### config.mk
export PLATFORM = sky130hd
export DESIGN_NAME = tow_round_ctrl_flat
export DESIGN_NICKNAME = d
export VERILOG_FILES = /design/src/rtl/tow_pkg.sv /design/src/rtl/tow_round_ctrl_if.sv /design/src/rtl/lfsr16.sv /design/src/rtl/tow_round_ctrl.sv /design/src/flat_wrapper.sv
export SDC_FILE = /design/constraint.sdc
export NUM_CORES = 1
export LEC_CHECK = 0
export ABC_AREA = 1
export CAP_MARGIN = 5
export CORE_ASPECT_RATIO = 2
export CORE_UTILIZATION = 55
export DETAILED_ROUTE_END_ITERATION = 6
export MAX_ROUTING_LAYER = met4
export PLACE_DENSITY_LB_ADDON = 0.2
export SYNTH_ARGS = -nofsm -noshare
export SYNTH_HDL_FRONTEND = slang
export SYNTH_SLANG_ARGS = --single-unit
### constraint.sdc
create_clock -name clk -period 2.7 [get_ports clk]
set_input_delay 0.54 -clock clk [delete_from_list [all_inputs] [get_ports clk]]
set_output_delay 0.54 -clock clk [all_outputs]
set_load 0.01 [all_outputs]
### src/rtl/tow_pkg.sv
// tow_pkg: shared definitions for the tug-of-war game.
//   - tow_state_e : round sequencer state encoding
//   - LFSR_SEED / LFSR_TAP_MASK / lfsr_next : 16-bit Fibonacci LFSR
//   - WIN_LEFT_CODE / WIN_RIGHT_CODE / score_is_win : scorer win codes,
//     so a top level can derive game_over from the score register.
package tow_pkg;

  typedef enum logic [2:0] {
    ST_RELEASE = 3'd0,
    ST_DELAY   = 3'd1,
    ST_LIGHT   = 3'd2,
    ST_REPORT  = 3'd3,
    ST_HALT    = 3'd4
  } tow_state_e;

  localparam logic [15:0] LFSR_SEED = 16'hACE1;

  // Taps 16,14,13,11 counted from the output end of a right-shifting
  // register land on bit indices 0,2,3,5.
  localparam logic [15:0] LFSR_TAP_MASK = 16'h002D;

  localparam logic [6:0] WIN_LEFT_CODE  = 7'b1110000;
  localparam logic [6:0] WIN_RIGHT_CODE = 7'b0000111;

  function automatic logic [15:0] lfsr_next(input logic [15:0] cur);
    logic fb;
    fb = ^(cur & LFSR_TAP_MASK);
    return {fb, cur[15:1]};
  endfunction

  function automatic logic score_is_win(input logic [6:0] score);
    return (score == WIN_LEFT_CODE) || (score == WIN_RIGHT_CODE);
  endfunction

endpackage

### src/rtl/tow_round_ctrl_if.sv
// tow_round_ctrl_if: signals between the round sequencer and its
// environment (players' buttons and the scorer).
//   master : environment side, drives pb_l, pb_r, game_over
//   slave  : sequencer side, drives leds_on, winrnd, right, busy, state_dbg
//
// Result contract: there is no valid/ready back-pressure. winrnd is a
// one-cycle valid pulse; right and leds_on are its qualifiers and are
// stable for the whole winrnd cycle. The scorer must take the result in
// that cycle; it cannot stall the sequencer. state_dbg mirrors the FSM
// state register for observation only.
interface tow_round_ctrl_if;
  import tow_pkg::*;

  logic       pb_l;
  logic       pb_r;
  logic       game_over;
  logic       leds_on;
  logic       winrnd;
  logic       right;
  logic       busy;
  tow_state_e state_dbg;

  modport master (
    output pb_l, pb_r, game_over,
    input  leds_on, winrnd, right, busy, state_dbg
  );

  modport slave (
    input  pb_l, pb_r, game_over,
    output leds_on, winrnd, right, busy, state_dbg
  );

endinterface

### src/rtl/lfsr16.sv
// lfsr16: free-running 16-bit Fibonacci LFSR (taps 16,14,13,11), seeded
// with LFSR_SEED on reset and advancing every clock.
//   clk    : clock
//   rst    : asynchronous active-high reset
//   lfsr_o : current register value
module lfsr16
  import tow_pkg::*;
(
  input  logic        clk,
  input  logic        rst,
  output logic [15:0] lfsr_o
);

  logic [15:0] lfsr_q;

  always_ff @(posedge clk or posedge rst) begin
    if (rst) begin
      lfsr_q <= LFSR_SEED;
    end else begin
      lfsr_q <= lfsr_next(lfsr_q);
    end
  end

  assign lfsr_o = lfsr_q;

endmodule

### src/rtl/tow_round_ctrl.sv
// tow_round_ctrl: round sequencer for the tug-of-war game.
// Waits for both buttons released, waits a pseudo-random delay, lights the
// go LEDs, arbitrates the first push and reports it to the scorer with a
// one-cycle winrnd pulse qualified by right/leds_on. Stops in HALT once the
// scorer reports a win; only rst leaves HALT.
//   clk : clock
//   rst : asynchronous active-high reset
//   bus : tow_round_ctrl_if.slave
//         in : pb_l, pb_r (debounced levels), game_over
//         out: leds_on, winrnd, right, busy, state_dbg (all registered)
module tow_round_ctrl
  import tow_pkg::*;
#(
  parameter int MIN_DELAY  = 25_000_000,
  parameter int DELAY_STEP = 1_000_000,
  parameter int RAND_BITS  = 4,
  parameter int TIMEOUT    = 100_000_000,
  parameter int CNT_W      = 32
) (
  input  logic             clk,
  input  logic             rst,
  tow_round_ctrl_if.slave  bus
);

  logic [15:0] lfsr;

  lfsr16 u_lfsr (
    .clk    (clk),
    .rst    (rst),
    .lfsr_o (lfsr)
  );

  logic lfsr_unused;
  assign lfsr_unused = ^lfsr[15:RAND_BITS];

  // Round delay and timeout loads; a zero load still costs one cycle.
  logic [CNT_W-1:0] delay_raw;
  logic [CNT_W-1:0] delay_load;
  logic [CNT_W-1:0] timeout_load;

  assign delay_raw    = CNT_W'(MIN_DELAY)
                      + CNT_W'(DELAY_STEP) * CNT_W'(lfsr[RAND_BITS-1:0]);
  assign delay_load   = (delay_raw == '0) ? CNT_W'(1) : delay_raw;
  assign timeout_load = (CNT_W'(TIMEOUT) == '0) ? CNT_W'(1) : CNT_W'(TIMEOUT);

  // Push arbitration: a tie goes to the player named by pri_q.
  logic any_push;
  logic tie_push;
  logic push_right;

  tow_state_e       state_q;
  logic [CNT_W-1:0] cnt_q;
  logic             pri_q;
  logic             leds_on_q;
  logic             winrnd_q;
  logic             right_q;
  logic             busy_q;

  assign any_push   = bus.pb_l | bus.pb_r;
  assign tie_push   = bus.pb_l & bus.pb_r;
  assign push_right = tie_push ? pri_q : bus.pb_r;

  always_ff @(posedge clk or posedge rst) begin
    if (rst) begin
      state_q   <= ST_RELEASE;
      cnt_q     <= '0;
      pri_q     <= 1'b0;
      leds_on_q <= 1'b0;
      winrnd_q  <= 1'b0;
      right_q   <= 1'b0;
      busy_q    <= 1'b1;
    end else begin
      winrnd_q <= 1'b0;
      case (state_q)
        ST_RELEASE: begin
          leds_on_q <= 1'b0;
          if (bus.game_over) begin
            state_q <= ST_HALT;
            busy_q  <= 1'b0;
          end else if (!any_push) begin
            cnt_q   <= delay_load;
            state_q <= ST_DELAY;
          end
        end

        // A push in DELAY is a jump-the-light; leds_on stays as it is
        // (0 in DELAY, 1 in LIGHT) so the scorer sees the right qualifier.
        ST_DELAY, ST_LIGHT: begin
          if (any_push) begin
            right_q  <= push_right;
            winrnd_q <= 1'b1;
            state_q  <= ST_REPORT;
            if (tie_push) begin
              pri_q <= ~pri_q;
            end
          end else if (cnt_q <= CNT_W'(1)) begin
            if (state_q == ST_DELAY) begin
              cnt_q     <= timeout_load;
              leds_on_q <= 1'b1;
              state_q   <= ST_LIGHT;
            end else begin
              leds_on_q <= 1'b0;
              state_q   <= ST_RELEASE;
            end
          end else begin
            cnt_q <= cnt_q - CNT_W'(1);
          end
        end

        ST_REPORT: begin
          leds_on_q <= 1'b0;
          state_q   <= ST_RELEASE;
        end

        ST_HALT: begin
          leds_on_q <= 1'b0;
          busy_q    <= 1'b0;
        end

        default: begin
          leds_on_q <= 1'b0;
          state_q   <= ST_RELEASE;
        end
      endcase
    end
  end

  assign bus.leds_on   = leds_on_q;
  assign bus.winrnd    = winrnd_q;
  assign bus.right     = right_q;
  assign bus.busy      = busy_q;
  assign bus.state_dbg = state_q;

endmodule
### src/flat_wrapper.sv
// flat-port wrapper written by rule: the top's interface ports become plain ports
module tow_round_ctrl_flat import tow_pkg::*;
#(
  parameter int MIN_DELAY  = 25_000_000,
  parameter int DELAY_STEP = 1_000_000,
  parameter int RAND_BITS  = 4,
  parameter int TIMEOUT    = 100_000_000,
  parameter int CNT_W      = 32
)
  (clk, rst, bus_pb_l, bus_pb_r, bus_game_over, bus_leds_on, bus_winrnd, bus_right, bus_busy, bus_state_dbg);
  tow_round_ctrl_if bus_i ();
  input  logic clk;
  input  logic rst;
  input wire logic [$bits(bus_i.pb_l)-1:0] bus_pb_l;
  input wire logic [$bits(bus_i.pb_r)-1:0] bus_pb_r;
  input wire logic [$bits(bus_i.game_over)-1:0] bus_game_over;
  output wire logic [$bits(bus_i.leds_on)-1:0] bus_leds_on;
  output wire logic [$bits(bus_i.winrnd)-1:0] bus_winrnd;
  output wire logic [$bits(bus_i.right)-1:0] bus_right;
  output wire logic [$bits(bus_i.busy)-1:0] bus_busy;
  output wire logic [$bits(bus_i.state_dbg)-1:0] bus_state_dbg;
  assign bus_i.pb_l = bus_pb_l;
  assign bus_i.pb_r = bus_pb_r;
  assign bus_i.game_over = bus_game_over;
  assign bus_leds_on = bus_i.leds_on;
  assign bus_winrnd = bus_i.winrnd;
  assign bus_right = bus_i.right;
  assign bus_busy = bus_i.busy;
  assign bus_state_dbg = bus_i.state_dbg;
  tow_round_ctrl #(.MIN_DELAY(MIN_DELAY), .DELAY_STEP(DELAY_STEP), .RAND_BITS(RAND_BITS), .TIMEOUT(TIMEOUT), .CNT_W(CNT_W)) u_core (.clk(clk), .rst(rst), .bus(bus_i));
endmodule
# [Word level (Yosys, flattened, before mapping)]
# Cells that the tools add are included.
# Widths: inputs -> output; s select.
[word_totals] out_inout_bits=7 word_cells=61 inputBits=5 ff_bits=56
[op_classes] eq_ne=11 n_reduce_logical=12 n_addsub=2 n_mux=22 order_cmp=1 mul=1 n_bitwise=4
[op_table] op="$mux 32" count=6
[op_table] op="$pmux 32 s2" count=1
[op_table] op="$le 32x1->1 const B" count=1
[op_table] op="$logic_not 32->1" count=1
[op_table] op="$sub 32x1->32 const B" count=1
[op_table] op="$add 25x24->26 const A" count=1
[op_table] op="$mul 14x4->18 const A" count=1
[op_table] op="$reduce_xor 16->1" count=1
[op_table] op="$mux 3" count=4
[op_table] op="$pmux 3 s3" count=1
[op_table] op="$mux 1" count=8
[op_table] op="$ne 2x2->1 const B" count=4
[op_table] op="$ne 3x3->1 const B" count=2
[op_table] op="$reduce_and 2->1" count=3
[op_table] op="$reduce_and 3->1" count=2
[op_table] op="$reduce_and 5->1" count=1
[op_table] op="$reduce_bool 2->1" count=2
[op_table] op="$eq 3x1->1 const B" count=1
[op_table] op="$eq 3x2->1 const B" count=1
[op_table] op="$eq 3x3->1 const B" count=1
[op_table] op="$logic_not 3->1" count=1
[op_table] op="$ne 3x1->1 const B" count=1
[op_table] op="$mux 2" count=1
[op_table] op="$ne 2x1->1 const B" count=1
[op_table] op="other kinds (5)" count=6

# [Longest topological paths before layout]
# Gate-level depths: netlist of the first run.
[logic_depth] word_depth=7 ltp_mapped=17 depth_no_buf=17

# [By module]
# From an unflattened synthesis of the first run, not the netlist that was laid out.
[unflattened] cells_unflattened=576 hier_area_um2=4371.7
[by_module_without_submodules] mod="tow_round_ctrl" cells_per_inst=544 seq_area_each_um2=1002.2 area_each_um2=3893.7 instances=1
[by_module_without_submodules] mod="lfsr16" cells_per_inst=32 seq_area_each_um2=410.4 area_each_um2=478.0 instances=1

# [Worst setup path before layout of the first run]
# No wires, ideal clock.
[synth_path] path_kind="flip-flop to flip-flop" start="register u_core.u_lfsr.lfsr_q[2] (netlist: u_core.u_lfsr.lfsr_o[2])" end="register u_core.cnt_q[22]" arrival_time_ns=2.637 synth_period_minus_slack_ns=2.754 required_time_ns=2.583 path_slack_ns=-0.054 setup_ns=0.117 stages_incl_launch_ff=11 n_path_buf=0 path_cell_list="dfrtp_1 -> fa_1 -> fa_1 -> ha_1 -> xor2_1 -> nor2_1 -> nand3_1 -> o21ai_0 -> nand3_1 -> nand3_1 -> nand2_1"
[synth_via] elab_chain_cells=7
[synth_lines] element="start, declared" line_no="lfsr16.sv:14" source="logic [15:0] lfsr_q;"
[synth_lines] element="start signal, assigned" line_no="lfsr16.sv:20" source="lfsr_q <= lfsr_next(lfsr_q);"
[synth_lines] element="$mul 14x4->18 (*)" line_no="tow_round_ctrl.sv:42" source="+ CNT_W'(DELAY_STEP) * CNT_W'(lfsr[RAND_BITS-1:0]);"
[synth_lines] element="$add 25x24->26 (*)" line_no="tow_round_ctrl.sv:42"
[synth_lines] element="$logic_not 32->1" line_no="tow_round_ctrl.sv:43" source="assign delay_load = (delay_raw == '0) ? CNT_W'(1) : delay_raw;"
[synth_lines] element="$mux 32 (*)" line_no="tow_round_ctrl.sv:43"
[synth_lines] element="$mux 32 (*)" line_no="tow_round_ctrl.sv:80" source="end else if (!any_push) begin"
[synth_lines] element="$mux 32 (*)" line_no="tow_round_ctrl.sv:77" source="if (bus.game_over) begin"
[synth_lines] element="$pmux 32 s2 (*)" line_no="tow_round_ctrl.sv:74" source="case (state_q)"
[synth_lines] element="end signal, assigned" line_no="tow_round_ctrl.sv:81" source="cnt_q <= delay_load;"
[synth_lines] element="end signal, assigned" line_no="tow_round_ctrl.sv:98" source="cnt_q <= timeout_load;"
[synth_lines] element="end signal, assigned" line_no="tow_round_ctrl.sv:106" source="cnt_q <= cnt_q - CNT_W'(1);"
[synth_lines] element="end, declared" line_no="tow_round_ctrl.sv:52" source="logic [CNT_W-1:0] cnt_q;"
# Every way passes the cells marked *; elsewhere a longest branch is shown, timed or not. The select of a mux whose other input is x is not followed.
# A chain may end at the register's enable or synchronous reset.

# [Worst setup path in the final report of the first run]
[layout_path] start="register u_core.u_lfsr.lfsr_q[2] (netlist: u_core.u_lfsr.lfsr_o[2])" end="register u_core.cnt_q[23]"
# Same word-level chain as after synthesis.

==> metrics.md, run 1 <==
| Metric | Value |
|---|---|
| Row count | `45` |
| CP Class | `reg2reg` |
| GRT overflow | `0` |
| Area of the multi-input gates | `2696 um2` |
| P_leak | `about 2.6 nW` |
| DRC viols | `0` |
| Routed Antenna Nets | `0` |
| Most frequent cells after synthesis | `nand2_1, nor2_1, inv_1` |
| Final TNS setup | `-305.0 ps` |
| Power Total | `0.004143 W` |
| Root buffer cell | `clkbuf_16` |
| Hold Buf Count CTS | `0` |
| Clk sinks | `56` |
| Post-DP HPWL | `between 9000 and 10000 um` |
| Prevailing post-synth register cell | `dfrtp_1` |
| Antenna diodes | `0` |
| Filler cells | `711` |
| RSZ-0062 raised after global routing | `true` |
| Worst-Margin Slew | `598.9 ps` |
| Initial core utilization | `0.5655` |
| Pre-antenna DRT Iters | `5` |
| Vias | `4138` |
| Vias per Instance | `5.554` |
| Longest Clk Path Bufs | `2` |
| Syn Area/Cell | `6.893 um2` |
| Share of cells above drive strength 1 | `0.1567` |
| Min Hold Slack | `approximately 360 ps` |
| Register Area | `1416 um2` |
| Final Hold Violating Endpoints | `0` |
| Period utilization | `1.037` |
| Setup Skew | `8.559 ps` |
| Peak VDD IR | `0.5526 mV` |
| CORE AREA | `7545 um2` |
| TritonCTS Buffers | `5` |
| Iter 0 DRT Violations | `between 200 and 250` |
| Pre-CTS WS | `-173.7 ps` |
| Outcome | `finished, violations left` |
| Clk_lat worst skew | `~310 ps` |
| Wire length per cell | `16.17 um` |
| Number of port buffers | `11` |
| Max Clock Freq | `357.2 MHz` |
| CTS tree | `built` |
| Slowest CP cell | `fa_2` |
| CP max stage delay | `620 ps` |
| I/O pins | `12` |
| Worst Path Required | `2950 ps` |
| Sequential fraction of the synthesis area | `0.3311` |
| GRT Total Usage | `0.3230` |
| YS warnings | `0` |
| Area Growth Syn to Fin | `15.81%` |
| Fin worst setup slack | `-99.17 ps` |
| Critical Path End Type | `flip-flop` |
| Share of the synthesized area in the top cell type | `0.2757` |
| Layout Nets | `just under 700` |
| Synth area leader | `dfrtp_1` |
| Synthesized area | `4267 um2` |
| Number of H-tree levels | `2` |
| WL final | `about 12000 um` |
| Worst-path clk slew | `approximately 80 ps` |
| Netlist cell types | `33` |
| Synth Instances | `about 620` |
| CP Cell Sequence | `fa_2 > fa_2 > ha_4 > nand3_2 > nand3_2 > nand2_2 > nor2_4 > nand3_2 > nor2_2 > nand2_1 > nand2_1 > nand2_1 > nand2_1` |
| Asr flop ratio synth | `1.000` |
| Count leader, synth | `nand2_1` |
| Initial antenna violation count | `0` |
| Slew Viols, Final | `0` |
| Largest net degree at the start of global routing | `39` |
| Pwr Density | `838.5 nW/um2` |
| Crit-path most repeated cell | `nand2_1` |
| Vias in the first global route | `4177` |
| Mapped Nets | `650` |
| Crit path DAT | `3050 ps` |
| Placer Congestion | `0.9854` |
| Final Critical Period | `2799 ps` |
| Setup-failing EPs final | `7` |
| Global-route wire length before repair | `19580 um` |
| Yosys reg bits | `56` |
| Die W | `64.28 um` |
| Synth area leaders | `dfrtp_1, nand2_1, nor2_1` |
| Relative slew slack | `0.6002` |
| Failing checks | `setup timing` |
| Max FO, Critical Path | `6` |
| Die height | `126.6 um` |
| Max cap viols | `0` |
| Worst min-delay path category | `reg2reg` |
| CP Launch Type | `flip-flop` |
| Die area | `8135 um2` |
| Post-synth EDFFs | `0` |
placed cells by master (no fill, tap or decap), types with 3 or more instances in the layout:
cell	count
nand2_1	181
nor2_1	82
inv_1	64
nand3_1	52
dfrtp_1	44
xor2_1	22
buf_4	22
o21ai_1	18
ha_1	18
nand4_1	15
nand2_2	14
nand3_2	12
clkdlybuf4s50_1	11
a21oi_1	10
o21ai_0	10
dfstp_2	9
nor2_2	7
nor2_4	5
nor3_1	5
xnor2_1	5
clkbuf_16	5
inv_2	4
fa_2	3
ha_4	3
dfrtp_2	3
routing by layer:
layer / global-route usage / part of all wire
met3: 0.02428 / 0.025
met5: - / 0
met1: 0.3108 / 0.36
met4: 0.2157 / 0.063
met2: 0.5926 / 0.55
critical path, delay by kind of cell, from the launching register on:
| kind | cells | cell delay (ps) |
|---|---|---|
| adders and majority gates | 3 | 1420 |
| DFF | 1 | 440 |
| and+or+nand+nor | 10 | 890 |
flip-flops by register name, summed over array words and instances, names as in the netlist:
register              count
u_core.pri_q              1
u_core.bus.leds_on        1
u_core.u_lfsr.lfsr_o     16
u_core.bus.state_dbg      3
u_core.bus.winrnd         1
u_core.cnt_q             32
u_core.bus.right          1
u_core.bus.busy           1
cell type report:
class | instances | share of cell area
clock buffers | 5 | 0.02532
clock inverters | 3 | 0.005824
inverters | 69 | 0.05292
multi-input cells | 484 | 0.5457
flip-flops and latches | 56 | 0.2867
well taps | 94 | 0.02380
repair buffers | 34 | 0.05976
worst paths after layout:
check,from,to,slack [ps],depth (start not counted)
max,u_core.u_lfsr.lfsr_o[2]$_DFF_PP0_,u_core.cnt_q[23]$_DFFE_PP0P_,-100,13
min,u_core.u_lfsr.lfsr_o[9]$_DFF_PP0_,u_core.u_lfsr.lfsr_o[8]$_DFF_PP0_,360,0
max reg2reg,u_core.u_lfsr.lfsr_o[2]$_DFF_PP0_,u_core.cnt_q[23]$_DFFE_PP0P_,-100,13
min reg2reg,u_core.u_lfsr.lfsr_o[9]$_DFF_PP0_,u_core.u_lfsr.lfsr_o[8]$_DFF_PP0_,360,0
max in group asynchronous,rst,u_core.u_lfsr.lfsr_o[0]$_DFF_PP1_,1510,3
min in group asynchronous,rst,u_core.bus.winrnd$_DFF_PP0_,560,2
per-stage QoR:
stage	util	instances	cell area, um2
after floorplan	-	619	4287
after global placement	0.6043	730	4559
after detailed placement	0.6043	730	4559
after CTS	0.6385	739	4817
after global routing	0.6549	745	4941
final	0.6549	745	4941
cells by family (layout without fill, tap and decap cells):
logic type      Yosys count  count (layout)  synth area share
simple gates            383             383            0.3862
buf+inv                  79             111           0.08182
flops                    56              56            0.3311
compound gates           47              47           0.05836
xor+xnor                 28              28           0.05748
fa+ha+maj                26              26           0.08504
what timing repair did:
action | CTS | global route
endpoints found under the setup margin | 7 | 7
pin swaps | 27 | 11
gates resized for setup | 25 | 19
setup buffers | 1 | 6
report_power, final:
part / leakage [nW] / total [W] / switching, W / internal [W]
registers: 0.700 / 0.00131 / 0.000261 / 0.00105
logic: 1.79 / 0.00213 / 0.00145 / 0.000678
clock network: 0.0767 / 0.000704 / 0.000345 / 0.000359
total: 2.57 / 0.00414 / 0.00206 / 0.00209
Power figures use the tool's default switching activity.
==> run 2: changes to the inputs <==
--- a/config.mk
+++ b/config.mk
@@ -7,7 +7,7 @@
 export LEC_CHECK = 0
 export ABC_AREA = 1
 export CAP_MARGIN = 5
-export CORE_ASPECT_RATIO = 2
+export CORE_ASPECT_RATIO = 0.9
 export CORE_UTILIZATION = 55
 export DETAILED_ROUTE_END_ITERATION = 6
 export MAX_ROUTING_LAYER = met4
==> run 2 against run 1 <==
Compared with the run above:
- the run still ends with setup timing left
- sequential power hardly changed
- power shrank 6.5%
- combinational power fell by 4%
==> metrics.md, run 2 (synthesized netlist as in run 1, its figures left out) <==
| Metric | Value |
|---|---|
| Max Clock Freq | `approximately 360 MHz` |
| Vias in the first global route | `3897` |
| Die W | `between 90 and 100 um` |
| CP Cell Sequence | `fa_1 > fa_2 > ha_4 > inv_2 > nand2_2 > nand3_2 > nand2_1 > nand3_1 > nor2_1 > nand2_2 > nand3_1 > nand3_1 > nand2_1` |
| Pre-antenna DRT Iters | `5` |
| Design area | `4840 um2` |
| Longest Clk Path Bufs | `2` |
| Commonest non-fill, non-tap cell in the layout | `nand2_1` |
| Clk_lat worst skew | `320 ps` |
| Initial antenna violation count | `0` |
| Pwr Density | `800.2 nW/um2` |
| Max reg flops | `32` |
| CORE AREA | `7545 um2` |
| Worst-Margin Slew | `547.2 ps` |
| Vias | `4158` |
| Die height | `85.56 um` |
| Placer Congestion | `0.9340` |
| Slew Viols, Final | `0` |
| DRC viols | `0` |
| Final TNS setup | `-278.9 ps` |
| Bufs and invs on worst path | `1` |
| GRT overflow | `0` |
| GRT Total Usage | `0.2950` |
| Crit-path most repeated cell | `nand3_1` |
| Period utilization | `1.024` |
| Commonest non-fill, non-tap cells in the layout | `nand2_1, nor2_1, inv_1` |
| Die area | `just over 8000 um2` |
| TritonCTS Buffers | `5` |
| Layout Nets | `675` |
| Final Hold Violating Endpoints | `0` |
| Outcome | `finished, violations left` |
| Initial core utilization | `0.5655` |
| Setup-failing EPs final | `6` |
| Placement Cell Area | `roughly 4500 um2` |
| Filler cells | `654` |
| Post-DP HPWL | `around 8000 um` |
| Worst-path clk slew | `between 100 and 150 ps` |
| Root buffer cell | `clkbuf_8` |
| Routed Antenna Nets | `0` |
| Share of cells above drive strength 1 | `0.1442` |
| Failing checks | `setup timing` |
| Largest net degree at the start of global routing | `41` |
| Global-route wire length before repair | `18230 um` |
| Reg with most FFs | `u_core.cnt_q` |
| Power Total | `roughly 0.0039 W` |
| CP max stage delay | `600 ps` |
| Worst Path Required | `2970 ps` |
| Max cap viols | `0` |
| Kind of cell adding the most delay to the critical path | `adder cells` |
| Area of the multi-input gates | `between 2000 and 3000 um2` |
| Critical Path End Type | `flip-flop` |
| P_leak | `2.494 nW` |
| Worst min-delay path category | `reg2reg` |
| CP Launch Type | `flip-flop` |
| Relative slew slack | `0.6339` |
| Register Area | `1416 um2` |
| Setup Skew | `~9.8 ps` |
| Vias per Instance | `5.611` |
| Area Growth Syn to Fin | `13.43%` |
| Crit path DAT | `3030 ps` |
| Slowest CP cell | `fa_1` |
| CP Class | `reg2reg` |
| Max FO, Critical Path | `6` |
| Iter 0 DRT Violations | `about 260` |
| Wire length per cell | `14.77 um` |
| RSZ-0062 raised after global routing | `true` |
| Hold Buf Count CTS | `0` |
| Final Critical Period | `approximately 2800 ps` |
| Row count | `30` |
| Antenna diodes | `0` |
| CTS tree | `built` |
| I/O pins | `12` |
| Clk sinks | `56` |
| WL final | `10950 um` |
| Peak VDD IR | `about 0.58 mV` |
| Number of H-tree levels | `2` |
| Fin worst setup slack | `-65.79 ps` |
| Number of port buffers | `11` |
run 2: cell count changes in the layout (fill, tap and decap cells not counted), moves of 2 or more:
cell	delta
nand2_2	+2
nand3_2	-3
nand3_1	+3
buf_4	-7
clkbuf_16	-5
clkbuf_8	+5
run 2: timing repair:
| action | CTS | global route |
|---|---|---|
| gates cloned | 0 | 0 |
| gates resized for setup | 26 | 13 |
| pin swaps | 22 | 17 |
| buffers inserted | 2 | 2 |
| endpoints found under the setup margin | 5 | 7 |
run 2: through the flow:
stage | worst slack, ps | instances | util | hold slack (ps)
global route | -207.6 | 741 | 0.6415 | 371.9
global placement | -19.58 | 729 | 0.6017 | 332.1
floorplan | 39.22 | 619 | - | 331.1
CTS | -23.35 | 739 | 0.6303 | 366.6
finish | -65.79 | 741 | 0.6415 | 365.9
detailed placement | -75.26 | 729 | 0.6017 | 346.3
run 2: worst paths after layout:
path                                                      end  cells after the start  slack, ps                                from
hold reg to reg            u_core.u_lfsr.lfsr_o[10]$_DFF_PP1_                      0        370  u_core.u_lfsr.lfsr_o[11]$_DFF_PP1_
hold / removal             u_core.u_lfsr.lfsr_o[10]$_DFF_PP1_                      0        370  u_core.u_lfsr.lfsr_o[11]$_DFF_PP1_
max in group asynchronous         u_core.bus.busy$_DFFE_PP1P_                      3       1590                                 rst
setup / recovery                 u_core.cnt_q[22]$_DFFE_PP0P_                     13        -70   u_core.u_lfsr.lfsr_o[2]$_DFF_PP0_
min in group asynchronous  u_core.u_lfsr.lfsr_o[12]$_DFF_PP0_                      2        500                                 rst
setup reg to reg                 u_core.cnt_q[22]$_DFFE_PP0P_                     13        -70   u_core.u_lfsr.lfsr_o[2]$_DFF_PP0_
run 2: routing by layer:
metal	vias up	track usage	wire, um
met5	-	-	0
met4	0	0.05785	89
met3	10	0.03369	581
met2	144	0.4539	5113
met1	1984	0.4222	5164
li1	2020	-	-
run 2: where the power goes:
| part | switching, W | internal (W) | leakage [nW] |
|---|---|---|---|
| sequential | 0.000254 | 0.00105 | 0.700 |
| clock | 0.000324 | 0.000197 | 0.0511 |
| combinational | 0.00137 | 0.000677 | 1.74 |
| total | 0.00195 | 0.00192 | 2.49 |
run 2: cell type report:
class,instances,area share
multi-input combinational,484,0.5540
sequential,56,0.2927
timing repair buffer,28,0.05429
inverter,69,0.05403
tap,96,0.02482
clock buffer,5,0.01422
clock inverter,3,0.005946
==> run 3: changes to the inputs <==
--- a/config.mk
+++ b/config.mk
@@ -10,6 +10,7 @@
 export CORE_ASPECT_RATIO = 0.9
 export CORE_UTILIZATION = 55
 export DETAILED_ROUTE_END_ITERATION = 6
+export GPL_TIMING_DRIVEN = 0
 export MAX_ROUTING_LAYER = met4
 export PLACE_DENSITY_LB_ADDON = 0.2
 export SYNTH_ARGS = -nofsm -noshare
==> constraint.sdc (replaced) <==
create_clock -name clk -period 3.3 [get_ports clk]
set_input_delay 0.66 -clock clk [delete_from_list [all_inputs] [get_ports clk]]
set_output_delay 0.66 -clock clk [all_outputs]
set_load 0.01 [all_outputs]
==> run 3 against run 2 <==
Compared with the run above:
- the flow now finishes without violations
- utilization is 2.9 points lower
- worst setup slack improved by 290 ps
- design area is 4.5% lower
- combinational power fell by 16%
- via count is 2.2% lower
- clock-buffer cell count unchanged
- cell count fell by 0.81%
- global-route usage up 0.57 points
- critical path depth down 1
- critical path type unchanged
- highest routed layer unchanged
==> metrics.md, run 3 (synthesized netlist as in run 1, its figures left out) <==
| Metric | Value |
|---|---|
| Die W | `94.84 um` |
| Reg with most FFs | `u_core.cnt_q` |
| Number of H-tree levels | `2` |
| Wire length per cell | `15.02 um` |
| Row count | `30` |
| Max FO, Critical Path | `11` |
| Max reg flops | `32` |
| CP Launch Type | `flip-flop` |
| Longest Clk Path Bufs | `2` |
| Final core occ | `0.6126` |
| Vias | `4067` |
| Design area | `approximately 4600 um2` |
| Setup Skew | `approximately 9.5 ps` |
| Iter 0 DRT Violations | `323` |
| Power Total | `0.003236 W` |
| Period utilization | `0.9326` |
| Critical Path End Type | `flip-flop` |
| CP Class | `reg2reg` |
| Finished Layout Cells | `735` |
| WL final | `roughly 11000 um` |
| Share of cells above drive strength 1 | `0.08294` |
| Max cap viols | `0` |
| Vias in the first global route | `3774` |
| Relative slew slack | `0.6417` |
| Die area | `8114 um2` |
| Gate power share | `0.536` |
| Reg power frac | `0.330` |
| Filler cells | `690` |
| Hold Buf Count CTS | `0` |
| Initial core utilization | `0.5655` |
| Largest net degree at the start of global routing | `41` |
| CTS tree | `built` |
| Global-route wire length before repair | `about 18000 um` |
| Die height | `85.56 um` |
| Pre-antenna DRT Iters | `5` |
| Vias per Instance | `5.533` |
| Crit path DAT | `3310 ps` |
| Commonest non-fill, non-tap cell in the layout | `nand2_1` |
| Worst Path Required | `3530 ps` |
| Internal power | `around 0.0016 W` |
| Worst min-delay path category | `reg2reg` |
| Root buffer cell | `clkbuf_8` |
| Clk pwr share | `0.134` |
| Routed Antenna Nets | `0` |
| Final Hold Violating Endpoints | `0` |
| Clk sinks | `between 50 and 60` |
| Number of port buffers | `11` |
| Final Critical Period | `3078 ps` |
| Switching part of the total | `0.5038` |
| Setup-failing EPs final | `0` |
| Initial antenna violation count | `0` |
| Switching power total | `0.001630 W` |
| Max Clock Freq | `between 300 and 400 MHz` |
| Area Growth Syn to Fin | `8.328%` |
| Placement Cell Area | `4517 um2` |
| Final TNS setup | `0 ps` |
| P_leak | `2.447 nW` |
| Layout Nets | `roughly 670` |
| Post-DP HPWL | `8354 um` |
| Worst R2R Setup Slack | `~220 ps` |
| I/O pins | `12` |
| Worst-Margin Slew | `535.5 ps` |
| Worst-path clk slew | `120 ps` |
| Antenna diodes | `0` |
| Commonest non-fill, non-tap cells in the layout | `nand2_1, nor2_1, inv_1` |
| DRC viols | `0` |
| Outcome | `finished clean` |
| Register Area | `around 1400 um2` |
| GRT Total Usage | `0.3007` |
| Area of the multi-input gates | `about 2500 um2` |
| Inst Count DP | `727` |
| Peak VDD IR | `0.5635 mV` |
| Placer Congestion | `0.9321` |
| CORE AREA | `7545 um2` |
| GRT overflow | `0` |
| Clk_lat worst skew | `about 320 ps` |
| Slew Viols, Final | `0` |
| TritonCTS Buffers | `5` |
| Pwr Density | `700.0 nW/um2` |
[run 3: cell types whose count changed in the layout (fill, tap and decap cells not counted), moves of 3 or more]
cell	before	now
nand3_2	9	2
ha_1	17	21
buf_2	0	4
buf_4	15	0
nand2_1	180	192
nor2_1	83	86
nand2_2	16	4
nand3_1	55	63
ha_4	4	0
buf_6	0	6
[run 3: cell type report]
type	instances	area share
clock inverter	3	0.006226
buffer	10	0.01895
sequential	56	0.3064
clock buffer	5	0.01489
timing repair buffer	12	0.02815
tap	96	0.02599
multi-input combinational	484	0.5428
inverter	69	0.05658
[run 3: repair_timing]
| action | in CTS | in global routing |
|---|---|---|
| gates resized for setup | 0 | 4 |
| setup endpoints to repair | 0 | 4 |
| buffers inserted | 0 | 0 |
[run 3: through the flow]
stage | hold WS [ps] | setup WS, ps
2_1_floorplan | 331.2 | 545.6
3_3_place_gp | 331.7 | 188.9
3_5_place_dp | 335.5 | 115.4
4_1_cts | 364.6 | 88.92
5_1_grt | 365.2 | -24.35
6_report | 360.6 | 222.4
[run 3: final timing paths]
kind,start,depth (start not counted),end
worst max-delay path,u_core.u_lfsr.lfsr_o[1]$_DFF_PP0_,12,u_core.cnt_q[22]$_DFFE_PP0P_
worst min-delay path,u_core.u_lfsr.lfsr_o[4]$_DFF_PP0_,0,u_core.u_lfsr.lfsr_o[3]$_DFF_PP0_
worst max register to register,u_core.u_lfsr.lfsr_o[1]$_DFF_PP0_,12,u_core.cnt_q[22]$_DFFE_PP0P_
worst min register to register,u_core.u_lfsr.lfsr_o[4]$_DFF_PP0_,0,u_core.u_lfsr.lfsr_o[3]$_DFF_PP0_
max in group asynchronous,rst,3,u_core.bus.busy$_DFFE_PP1P_
min in group asynchronous,rst,2,u_core.u_lfsr.lfsr_o[8]$_DFF_PP0_
[run 3: per-layer routing]
layer,vias to the layer above,part of all wire,global-route usage
li1,2002,-,-
met3,12,0.063,0.04521
met4,0,0.013,0.06474
met2,149,0.45,0.4480
met5,-,0,-
met1,1904,0.48,0.4336
[run 3: worst max-delay path, stage by stage (launching register included)]
cell and delay, ps:
dfrtp_2 520, fa_1 620, fa_1 450, ha_1 410, nand3_1 160, nand3_1 140
nand2_1 60, nand2_1 70, nand3_1 90, o21ai_0 180, nand3_1 140, nand3_1 100
nand2_1 50
[run 3: power by group through the flow]
stage	clock, W	sequential, W	combinational [W]
after floorplan	0	0.00104	0.00127
after global placement	0	0.00107	0.00166
after detailed placement	0	0.00108	0.00170
after CTS	0.000440	0.00106	0.00171
after global routing	0.000461	0.00109	0.00193
final	0.000433	0.00107	0.00173
